**src/rtl/mips_pkg.sv**
```systemverilog
// Shared register-file definitions for the writeback slice: index and data
// widths, the hard-wired zero register and the load-return buffer entry.
package mips_pkg;

    localparam int REG_ADDR_W = 5;
    localparam int DATA_W     = 32;

    localparam logic [REG_ADDR_W-1:0] REG_ZERO = 5'd0;

    typedef struct packed {
        logic [REG_ADDR_W-1:0] dest;
        logic [DATA_W-1:0]     data;
    } wb_entry_t;

endpackage

```
**src/rtl/reg_writeback_ctrl_if.sv**
```systemverilog
// Bundle of every non-clock signal of the writeback controller: ALU result,
// load issue, memory return handshake, decode hazard check and the register
// file write port. The master side drives requests, the slave is the controller.
interface reg_writeback_ctrl_if #(
    parameter int FIFO_DEPTH = 4,
    parameter int DATA_W     = mips_pkg::DATA_W,
    parameter int ADDR_W     = mips_pkg::REG_ADDR_W
);

    localparam int CNT_W = $clog2(FIFO_DEPTH) + 1;

    logic              Alu_Valid;
    logic [ADDR_W-1:0] Alu_Dest;
    logic [DATA_W-1:0] Alu_Data;
    logic              Load_Issue;
    logic [ADDR_W-1:0] Load_Dest;
    logic              Mem_Valid;
    logic              Mem_Ready;
    logic [ADDR_W-1:0] Mem_Dest;
    logic [DATA_W-1:0] Mem_Data;
    logic [ADDR_W-1:0] Rs_Check;
    logic [ADDR_W-1:0] Rt_Check;
    logic              Hazard_Stall;
    logic              RegWrite;
    logic [ADDR_W-1:0] Write_register;
    logic [DATA_W-1:0] Write_Data;
    logic [CNT_W-1:0]  Pending_Count;
    logic              Error;

    modport master (
        output Alu_Valid, Alu_Dest, Alu_Data,
        output Load_Issue, Load_Dest,
        output Mem_Valid, Mem_Dest, Mem_Data,
        output Rs_Check, Rt_Check,
        input  Mem_Ready, Hazard_Stall,
        input  RegWrite, Write_register, Write_Data,
        input  Pending_Count, Error
    );

    modport slave (
        input  Alu_Valid, Alu_Dest, Alu_Data,
        input  Load_Issue, Load_Dest,
        input  Mem_Valid, Mem_Dest, Mem_Data,
        input  Rs_Check, Rt_Check,
        output Mem_Ready, Hazard_Stall,
        output RegWrite, Write_register, Write_Data,
        output Pending_Count, Error
    );

endinterface

```
**src/rtl/reg_writeback_ctrl_wb_fifo.sv**
```systemverilog
// Small synchronous FIFO holding load returns until the write port is free.
// The head is visible on rd_data without a read latency; occupancy is kept in
// a separate counter so the pointers can simply wrap.
module wb_fifo #(
    parameter int DEPTH = 4,
    parameter int WIDTH = 37
) (
    input  logic                    CLK,
    input  logic                    RESET,
    input  logic                    push,
    input  logic                    pop,
    input  logic [WIDTH-1:0]        wr_data,
    output logic [WIDTH-1:0]        rd_data,
    output logic                    full,
    output logic                    empty,
    output logic [$clog2(DEPTH):0]  count
);

    localparam int PTR_W = $clog2(DEPTH);
    localparam int CNT_W = PTR_W + 1;

    logic [WIDTH-1:0] mem [DEPTH];
    logic [PTR_W-1:0] wr_ptr;
    logic [PTR_W-1:0] rd_ptr;
    logic             do_push;
    logic             do_pop;

    // A full FIFO refuses pushes even when a pop frees a slot on the same edge
    assign do_push = push && !full;
    assign do_pop  = pop && !empty;

    assign full    = (count == CNT_W'(DEPTH));
    assign empty   = (count == '0);
    assign rd_data = mem[rd_ptr];

    // Pointer and occupancy update; simultaneous push and pop leaves count unchanged
    always_ff @(posedge CLK) begin
        if (RESET) begin
            wr_ptr <= '0;
            rd_ptr <= '0;
            count  <= '0;
        end else begin
            if (do_push)
                wr_ptr <= wr_ptr + PTR_W'(1);
            if (do_pop)
                rd_ptr <= rd_ptr + PTR_W'(1);
            if (do_push && !do_pop)
                count <= count + CNT_W'(1);
            else if (!do_push && do_pop)
                count <= count - CNT_W'(1);
        end
    end

    // Storage array needs no reset; only slots behind the write pointer are read
    always_ff @(posedge CLK) begin
        if (do_push)
            mem[wr_ptr] <= wr_data;
    end

endmodule

```
**src/rtl/reg_writeback_ctrl.sv**
```systemverilog
// Write-side initiator for the register file. ALU results take the single
// write port first; buffered load returns drain in order when the ALU is idle.
// A busy scoreboard tracks outstanding loads for decode stalls, writes to
// register zero are suppressed, and protocol violations raise a sticky Error.
module reg_writeback_ctrl #(
    parameter int FIFO_DEPTH = 4,
    parameter int DATA_W     = mips_pkg::DATA_W,
    parameter int ADDR_W     = mips_pkg::REG_ADDR_W
) (
    input logic                  CLK,
    input logic                  RESET,
    reg_writeback_ctrl_if.slave  bus
);

    import mips_pkg::*;

    localparam int ENT_W = ADDR_W + DATA_W;
    localparam int NREG  = 2 ** ADDR_W;
    localparam logic [ADDR_W-1:0] ZERO_IDX = ADDR_W'(REG_ZERO);

    logic              fifo_push;
    logic              fifo_pop;
    logic              fifo_full;
    logic              fifo_empty;
    logic [ENT_W-1:0]  head;
    logic [ADDR_W-1:0] head_dest;
    logic [DATA_W-1:0] head_data;
    logic [NREG-1:0]   busy;
    logic [NREG-1:0]   busy_next;
    logic              alu_waw;
    logic              bad_return;

    wb_fifo #(
        .DEPTH (FIFO_DEPTH),
        .WIDTH (ENT_W)
    ) u_fifo (
        .CLK     (CLK),
        .RESET   (RESET),
        .push    (fifo_push),
        .pop     (fifo_pop),
        .wr_data ({bus.Mem_Dest, bus.Mem_Data}),
        .rd_data (head),
        .full    (fifo_full),
        .empty   (fifo_empty),
        .count   (bus.Pending_Count)
    );

    assign {head_dest, head_data} = head;

    assign fifo_push     = bus.Mem_Valid && !fifo_full;
    assign fifo_pop      = !bus.Alu_Valid && !fifo_empty;
    assign bus.Mem_Ready = !fifo_full;

    assign bus.Hazard_Stall = busy[bus.Rs_Check] | busy[bus.Rt_Check];

    assign alu_waw    = bus.Alu_Valid && (bus.Alu_Dest != ZERO_IDX) && busy[bus.Alu_Dest];
    assign bad_return = fifo_push && (bus.Mem_Dest != ZERO_IDX) && !busy[bus.Mem_Dest];

    // Scoreboard next state: retire the popped load, then mark the new issue so set wins
    always_comb begin
        busy_next = busy;
        if (fifo_pop)
            busy_next[head_dest] = 1'b0;
        if (bus.Load_Issue)
            busy_next[bus.Load_Dest] = 1'b1;
        busy_next[0] = 1'b0;
    end

    // Scoreboard register
    always_ff @(posedge CLK) begin
        if (RESET)
            busy <= '0;
        else
            busy <= busy_next;
    end

    // Write port registers: ALU first, else FIFO head, else idle holding index and data
    always_ff @(posedge CLK) begin
        if (RESET) begin
            bus.RegWrite       <= 1'b0;
            bus.Write_register <= '0;
            bus.Write_Data     <= '0;
        end else if (bus.Alu_Valid) begin
            bus.RegWrite       <= (bus.Alu_Dest != ZERO_IDX);
            bus.Write_register <= bus.Alu_Dest;
            bus.Write_Data     <= bus.Alu_Data;
        end else if (fifo_pop) begin
            bus.RegWrite       <= (head_dest != ZERO_IDX);
            bus.Write_register <= head_dest;
            bus.Write_Data     <= head_data;
        end else begin
            bus.RegWrite       <= 1'b0;
        end
    end

    // Sticky protocol-violation flag, cleared only by reset
    always_ff @(posedge CLK) begin
        if (RESET)
            bus.Error <= 1'b0;
        else if (alu_waw || bad_return)
            bus.Error <= 1'b1;
    end

endmodule

```
**src/flat_wrapper.sv**
```systemverilog
// flat-port wrapper written by rule: the top's interface ports become plain ports
module reg_writeback_ctrl_flat import mips_pkg::*;
#(
    parameter int FIFO_DEPTH = 4,
    parameter int DATA_W     = mips_pkg::DATA_W,
    parameter int ADDR_W     = mips_pkg::REG_ADDR_W
)
  (CLK, RESET, bus_Alu_Valid, bus_Alu_Dest, bus_Alu_Data, bus_Load_Issue, bus_Load_Dest, bus_Mem_Valid, bus_Mem_Dest, bus_Mem_Data, bus_Rs_Check, bus_Rt_Check, bus_Mem_Ready, bus_Hazard_Stall, bus_RegWrite, bus_Write_register, bus_Write_Data, bus_Pending_Count, bus_Error);
  reg_writeback_ctrl_if #(.FIFO_DEPTH(FIFO_DEPTH), .DATA_W(DATA_W), .ADDR_W(ADDR_W)) bus_i ();
  input logic CLK;
  input logic RESET;
  input wire logic [$bits(bus_i.Alu_Valid)-1:0] bus_Alu_Valid;
  input wire logic [$bits(bus_i.Alu_Dest)-1:0] bus_Alu_Dest;
  input wire logic [$bits(bus_i.Alu_Data)-1:0] bus_Alu_Data;
  input wire logic [$bits(bus_i.Load_Issue)-1:0] bus_Load_Issue;
  input wire logic [$bits(bus_i.Load_Dest)-1:0] bus_Load_Dest;
  input wire logic [$bits(bus_i.Mem_Valid)-1:0] bus_Mem_Valid;
  input wire logic [$bits(bus_i.Mem_Dest)-1:0] bus_Mem_Dest;
  input wire logic [$bits(bus_i.Mem_Data)-1:0] bus_Mem_Data;
  input wire logic [$bits(bus_i.Rs_Check)-1:0] bus_Rs_Check;
  input wire logic [$bits(bus_i.Rt_Check)-1:0] bus_Rt_Check;
  output wire logic [$bits(bus_i.Mem_Ready)-1:0] bus_Mem_Ready;
  output wire logic [$bits(bus_i.Hazard_Stall)-1:0] bus_Hazard_Stall;
  output wire logic [$bits(bus_i.RegWrite)-1:0] bus_RegWrite;
  output wire logic [$bits(bus_i.Write_register)-1:0] bus_Write_register;
  output wire logic [$bits(bus_i.Write_Data)-1:0] bus_Write_Data;
  output wire logic [$bits(bus_i.Pending_Count)-1:0] bus_Pending_Count;
  output wire logic [$bits(bus_i.Error)-1:0] bus_Error;
  assign bus_i.Alu_Valid = bus_Alu_Valid;
  assign bus_i.Alu_Dest = bus_Alu_Dest;
  assign bus_i.Alu_Data = bus_Alu_Data;
  assign bus_i.Load_Issue = bus_Load_Issue;
  assign bus_i.Load_Dest = bus_Load_Dest;
  assign bus_i.Mem_Valid = bus_Mem_Valid;
  assign bus_i.Mem_Dest = bus_Mem_Dest;
  assign bus_i.Mem_Data = bus_Mem_Data;
  assign bus_i.Rs_Check = bus_Rs_Check;
  assign bus_i.Rt_Check = bus_Rt_Check;
  assign bus_Mem_Ready = bus_i.Mem_Ready;
  assign bus_Hazard_Stall = bus_i.Hazard_Stall;
  assign bus_RegWrite = bus_i.RegWrite;
  assign bus_Write_register = bus_i.Write_register;
  assign bus_Write_Data = bus_i.Write_Data;
  assign bus_Pending_Count = bus_i.Pending_Count;
  assign bus_Error = bus_i.Error;
  reg_writeback_ctrl #(.FIFO_DEPTH(FIFO_DEPTH), .DATA_W(DATA_W), .ADDR_W(ADDR_W)) u_core (.CLK(CLK), .RESET(RESET), .bus(bus_i));
endmodule
```
**config.mk**
```make
export PLATFORM = sky130hd
export DESIGN_NAME = reg_writeback_ctrl_flat
export DESIGN_NICKNAME = d
export VERILOG_FILES = /design/src/rtl/mips_pkg.sv /design/src/rtl/reg_writeback_ctrl_if.sv /design/src/rtl/reg_writeback_ctrl_wb_fifo.sv /design/src/rtl/reg_writeback_ctrl.sv /design/src/flat_wrapper.sv
export SDC_FILE = /design/constraint.sdc
export NUM_CORES = 1
export LEC_CHECK = 0
export CAP_MARGIN = 20
export CORE_MARGIN = 1.5
export CORE_UTILIZATION = 45
export DETAILED_ROUTE_END_ITERATION = 8
export GPL_ROUTABILITY_DRIVEN = 0
export PLACE_DENSITY = 0.68
export RECOVER_POWER = 100
export SETUP_SLACK_MARGIN = 0.5
export SYNTH_ARGS = -nofsm -noshare
export SYNTH_HDL_FRONTEND = slang
export SYNTH_SLANG_ARGS = --single-unit
```
**constraint.sdc**
```tcl
create_clock -name CLK -period 2.1 [get_ports CLK]
set_input_delay 0.315 -clock CLK [delete_from_list [all_inputs] [get_ports CLK]]
set_output_delay 0.315 -clock CLK [all_outputs]
set_load 0.01 [all_outputs]
```
Word-level counts from Yosys, hierarchy flattened
Memory sizes are Yosys's and may differ from the RTL's. A register that Yosys moved wholly into a read port is not among the register bits.
Index checks and enable logic that the tools add are counted.
{"block": "word_totals", "word_cells": 78, "mem_count": 1, "latch_bits": 0, "ram_bits": 148, "rom_bits": 0, "regBits": 78}
{"block": "op_classes", "n_reduce_logical": 25, "div": 0, "addsub": 4, "shifts": 0, "muxes": 26, "n_lt_le_gt_ge": 8, "n_eq_ne": 1, "n_mul": 0, "n_bitwise": 4}
{"memory": "u_core.u_fifo.mem", "depth": 4, "width": 37, "read_ports": 1, "rd_clocked_by_memory_dff": 1, "write_ports": 1, "line_no": "reg_writeback_ctrl_wb_fifo.sv:22", "source": "logic [WIDTH-1:0] mem [DEPTH];"}
{"operator": "32-bit two-way mux", "count": 4}
{"operator": "5-bit by 6-bit less-than comparator with 1-bit output, second input constant", "count": 6}
{"operator": "32-bit AND", "count": 1}
{"operator": "32-bit NOT", "count": 1}
{"operator": "32-bit bitwise OR", "count": 1}
{"operator": "1-bit binary-select mux with 5-bit select", "count": 4}
{"operator": "5-bit nonzero test", "count": 3}
{"operator": "1-bit logical AND", "count": 12}
{"operator": "1-bit demux with 5-bit select", "count": 2}
{"operator": "5-bit by 1-bit >= comparator with 1-bit output, second input constant", "count": 2}
{"operator": "1-bit two-way mux", "count": 10}
{"operator": "5-bit two-way mux", "count": 2}
{"operator": "1-bit zero test", "count": 6}
{"operator": "3-bit two-way mux", "count": 2}
{"operator": "2-bit by 1-bit adder with 2-bit output, second input constant", "count": 2}
{"operator": "2-bit two-way mux", "count": 2}
{"operator": "2-bit nonzero test", "count": 2}
{"operator": "3-bit by 1-bit adder with 3-bit output, second input constant", "count": 1}
{"operator": "3-bit equality test, second input constant", "count": 1}
{"operator": "3-bit zero test", "count": 1}
{"operator": "3-bit by 1-bit subtractor with 3-bit output, second input constant", "count": 1}
{"operator": "1-bit logical OR", "count": 1}
{"operator": "1-bit bitwise OR", "count": 1}

Depth between registers and ports, before layout
{"block": "logic_depth", "depth_word": 9, "ltp_mapped": 9}

Cells and area by module
A second synthesis with hierarchy kept.
{"block": "hier_totals", "hier_cells": 710, "area_unflattened_um2": 9945.8}
{"mod": "wb_fifo", "seq_area_each_um2": 4624.4, "area_per_inst_um2": 5839.4, "instances": 1, "cells_each": 241}
{"mod": "reg_writeback_ctrl", "seq_area_each_um2": 1401.3, "area_per_inst_um2": 4106.4, "instances": 1, "cells_each": 469}

Worst setup path after synthesis
OpenSTA, ideal clock, no wires.
{"block": "synth_path", "kind": "flip-flop to flip-flop", "start": "register u_core.u_fifo.count[0]", "end": "memory u_core.u_fifo.mem[1][0] (enable)", "synth_period_minus_slack_ns": 2.356, "t_arrival_ns": 1.958, "stages_incl_launch_ff": 4, "slack_ns": -0.256, "path_cell_list": "dfxtp_1 > nor2_1 > a21boi_1 > and2_1"}
{"block": "synth_via", "elab_chain_cells": 6}
{"element": "start, declared", "line_no": "reg_writeback_ctrl_wb_fifo.sv:16", "source": "output logic [$clog2(DEPTH):0] count"}
{"element": "start signal, assigned", "line_no": "reg_writeback_ctrl_wb_fifo.sv:48", "source": "count <= count + CNT_W'(1);"}
{"element": "start signal, assigned", "line_no": "reg_writeback_ctrl_wb_fifo.sv:50", "source": "count <= count - CNT_W'(1);"}
{"element": "3-bit equality test *", "line_no": "reg_writeback_ctrl_wb_fifo.sv:32", "source": "assign full = (count == CNT_W'(DEPTH));"}
{"element": "1-bit zero test *", "line_no": "reg_writeback_ctrl_wb_fifo.sv:29, reg_writeback_ctrl.sv:50"}
{"element": "1-bit logical AND", "line_no": "reg_writeback_ctrl.sv:50", "source": "assign fifo_push = bus.Mem_Valid && !fifo_full;"}
{"element": "1-bit logical AND *", "line_no": "reg_writeback_ctrl_wb_fifo.sv:29", "source": "assign do_push = push && !full;"}
{"element": "net u_core.u_fifo.do_push", "line_no": "reg_writeback_ctrl_wb_fifo.sv:25", "source": "logic do_push;"}
{"element": "1-bit two-way mux *", "line_no": "reg_writeback_ctrl_wb_fifo.sv:56", "source": "if (do_push)"}
{"element": "1-bit two-way mux (not written as such) *", "line_no": "reg_writeback_ctrl_wb_fifo.sv:57", "source": "mem[wr_ptr] <= wr_data;"}
{"element": "end, declared", "line_no": "reg_writeback_ctrl_wb_fifo.sv:22"}
The timed path passes the listed nets; every way through them passes the cells marked *.

Worst setup path in the final report
{"block": "layout_path", "start": "register u_core.busy[26]", "end": "output port bus_Hazard_Stall"}
{"block": "layout_via", "elab_chain_cells": 3, "elab_cells_between_ends": 5}
{"element": "start, declared", "line_no": "reg_writeback_ctrl.sv:28", "source": "logic [NREG-1:0] busy;"}
{"element": "start signal, assigned", "line_no": "reg_writeback_ctrl.sv:74", "source": "busy <= busy_next;"}
{"element": "1-bit binary-select mux with 5-bit select", "line_no": "reg_writeback_ctrl.sv:54", "source": "assign bus.Hazard_Stall = busy[bus.Rs_Check] | busy[bus.Rt_Check];"}
{"element": "1-bit two-way mux (not written as such)", "line_no": "reg_writeback_ctrl.sv:54"}
{"element": "1-bit bitwise OR *", "line_no": "reg_writeback_ctrl.sv:54"}
{"element": "end, declared", "line_no": "flat_wrapper.sv:23", "source": "output wire logic [$bits(bus_i.Hazard_Stall)-1:0] bus_Hazard_Stall;"}
Mark *: on every way between the ends. The rest lies on a longest branch, timed or not. The select of a mux whose other input is x is not followed.

==> results.md <==
* Status: complete, but fails checks
* Failing checks: negative setup slack
* Clock network fraction of total power at 0.286
* TritonCTS Buffers at 24
* Tot GR Track Use at 0.236
* Register bit count reported by yosys at 227
* Total power at around 15 mW
* Final min period at ~2.4 ns
* Placed cell count at 1171
* Max Fclk at between 400 and 500 MHz
* Commonest non-fill, non-tap cells in the layout: edfxtp_1 (148), nor2_1 (84), buf_4 (81)
* Required @ worst endpoint at between 1.5 and 2 ns
* HP Class: input port to flip-flop
* Num rows at between 50 and 60
* Routed len/inst at 22.3 um
* CTS sink cnt at around 230
* Clock latency on the worst-skew pair at 0.52 ns
* Post-synth EDFFs at ~150
* Total grt overflow at 0
* Vias per cell at 5.79
* Post-DP HPWL at ~18000 um
* Global Route met3 Usage at 0.0500
* Pin count of the biggest net entering global routing at 55
* Clock skew at around 0.013 ns
* Routing usage on met1 at 0.300
* CP Class: flip-flop to output pin
* Met2 usage at 0.394
* Largest delay contributor family on the critical path: multiplexers
* CTS H-tree depth at 1
* Worst EP arrival at ~2.1 ns
* Post-synth ARST share at 0
* Maxcap violations at 0
* First-pass DRT Iterations at 5
* Drt drc at 0
* Final Max Tran Viols at 0
* Chip Height at roughly 150 um
* Leak pwr at 5.25 nW
* Crit start category: flip-flop
* Synthesized net count at 801
* Vias in the first global route at ~7500
* First-pass GRT wire length at between 40000 and 50000 um
* Syn Area/Cell at approximately 14 um^2
* Cell area after synthesis at slightly below 10000 um^2
* Slew margin rel. at 0.526
* Final wirelength at 28300 um
* CP Capture Type: output pin
* Most used DFF post-synth: edfxtp_1
* Sequential share of power at 0.370
* Synth area leaders: edfxtp_1 (45%), dfxtp_1 (16%), mux4_2 (15%), mux2i_1 (5.4%), a21oi_1 (3.7%)
* Commonest non-fill, non-tap cell in the layout: edfxtp_1
* Die area at about 23000 um^2
* Peak VDD IR at about 0.66 mV
* CP Buf/Inv Count at 2
* Share of cells above drive strength 1 at 0.330
* Port Buffers at roughly 140
* RSZ-0062 raised after global routing: true
* Number of fill cells at roughly 1500
* Switch share at 0.295
* Initial antenna violation count at 3
* Biggest area consumer among synthesized cells: edfxtp_1
* Count of different cell masters after synthesis at 44
* Sequential area share after synthesis at 0.613
* Period utilization at 1.16
* Nets at 1074
* Final setup fails at around 170
* CTS tree: built
* Horiz. Die Dim at roughly 150 um
* Final ANT Viol Nets at 0
* Sum Neg Setup Slack at -15.35 ns
* Routed vias at approximately 7300
* Worst-path clk slew at 0.07 ns
* Worst Tran Pin Value at about 0.71 ns
* Switch Pwr at between 4 and 5 mW
* Starting density of the core at 0.463
* Synth warn at 0
* Area share of the largest cell type after synthesis at 0.452
* Final Worst Setup Slack at -0.337 ns
* CTS root buf: clkbuf_16
* GRT busiest layer: met2
* CP cell instances: buf_4 > mux4_2 > mux2i_1 > o22ai_1 > nor3_1 > nand2_1 > buf_2
* Setup WS pre-CTS at -0.845 ns
* Initial drt markers at 550
* Fin. Hold Viols at 0
* Finished Layout Cells at between 1000 and 1500
* Slowest cell delay on critical path at 0.46 ns
* Ports at approximately 140
* Internal power at between 10 and 15 mW
* Comb pwr share at 0.345
* Core area at ~21000 um^2
* Crit path max fanout at 3
* Critical path's slowest cell: mux4_2
* Layout area overhead at 42.8%
* Max clock buf depth at 3
* Syn Inst Count at 701
* Power density over cell area at 1070 nW/um^2
## power groups by stage
stage | combinational, mW | sequential, mW | clock [mW]
4_1_cts | 4.67 | 5.58 | 4.33
2_1_floorplan | 2.41 | 5.67 | 0
5_1_grt | 5.49 | 5.59 | 4.54
6_report | 5.17 | 5.55 | 4.29
3_3_place_gp | 3.67 | 5.64 | 0
3_5_place_dp | 3.75 | 5.69 | 0
## Yosys cell counts (all sizes together) (6+ instances only)
master and instances:
edfxtp 148, nor2 88, dfxtp 79, a21oi 72, mux4 66, mux2i 53
nand2 47, o21ai 33, clkbuf 21, buf 19, inv 6, nor3b 6
## state kept, by name, indices dropped and copies added (netlist names), named ones only
name and cells:
u_core.u_fifo.mem 148, u_core.u_fifo.rd_ptr 2, u_core.bus.Write_Data 32, u_core.u_fifo.wr_ptr 2
u_core.u_fifo.count 3, u_core.bus.RegWrite 1, u_core.bus.Error 1, u_core.busy 31
u_core.bus.Write_register 5
## layout make-up
| cell class | instances | area (um^2) | area share |
|---|---|---|---|
| clock buffers | 31 | 657 | 0.0468 |
| multi-input cells | 428 | 3950 | 0.282 |
| diodes | 2 | 5.00 | 0.000357 |
| flip-flops and latches | 227 | 6040 | 0.430 |
| inverters | 6 | 22.5 | 0.00161 |
| well taps | 275 | 344 | 0.0245 |
| repair buffers | 287 | 2860 | 0.204 |
| clock inverters | 13 | 148 | 0.0105 |
## routing by layer
| layer | routed length (um) | part of all wire | vias to the layer above |
|---|---|---|---|
| met3 | 2180 | 0.077 | 101 |
| met1 | 11100 | 0.39 | 3652 |
| li1 | - | - | 3247 |
| met5 | 12 | 0.00042 | - |
| met4 | 1040 | 0.037 | 2 |
| met2 | 13900 | 0.49 | 345 |
## per-stage QoR
stage / hold slack [ns] / area (um^2) / util
after floorplan: 0.414 / 9950 / -
after global placement: 0.498 / 12300 / 0.580
after detailed placement: 0.502 / 12300 / 0.580
after CTS: 0.0677 / 13700 / 0.646
after global routing: 0.0866 / 14000 / 0.661
final: 0.0873 / 14000 / 0.661
## worst paths after layout
check	startpoint	depth (start not counted)	endpoint	slack, ns
setup reg to reg	flip-flop	7	u_core.busy[7]	-0.22
hold reg to reg	u_core.busy[26]	2	u_core.busy[26]	0.48
hold / removal	RESET	2	u_core.bus.RegWrite	0.09
setup / recovery	u_core.busy[26]	7	bus_Hazard_Stall	-0.34
## kinds of logic after synthesis
logic type,count (synthesis),share of synthesized area
AND/OR/NAND/NOR,178,0.0815
flip-flops,227,0.613
buffers and inverters,46,0.0201
adder cells (fa/ha/maj),6,0.00841
XOR/XNOR,5,0.00446
multiplexers,121,0.208
AO/OA/AOI/OAI,118,0.0645
## what timing repair did
action                                  CTS  global route
resized for setup                       161            41
hold buffers                              0             0
endpoints found under the setup margin  116           223
buffers inserted                         26            14
pin swaps                                42            38
gates cloned                              3             9
Note: power is estimated with default switching activity, not from simulation.
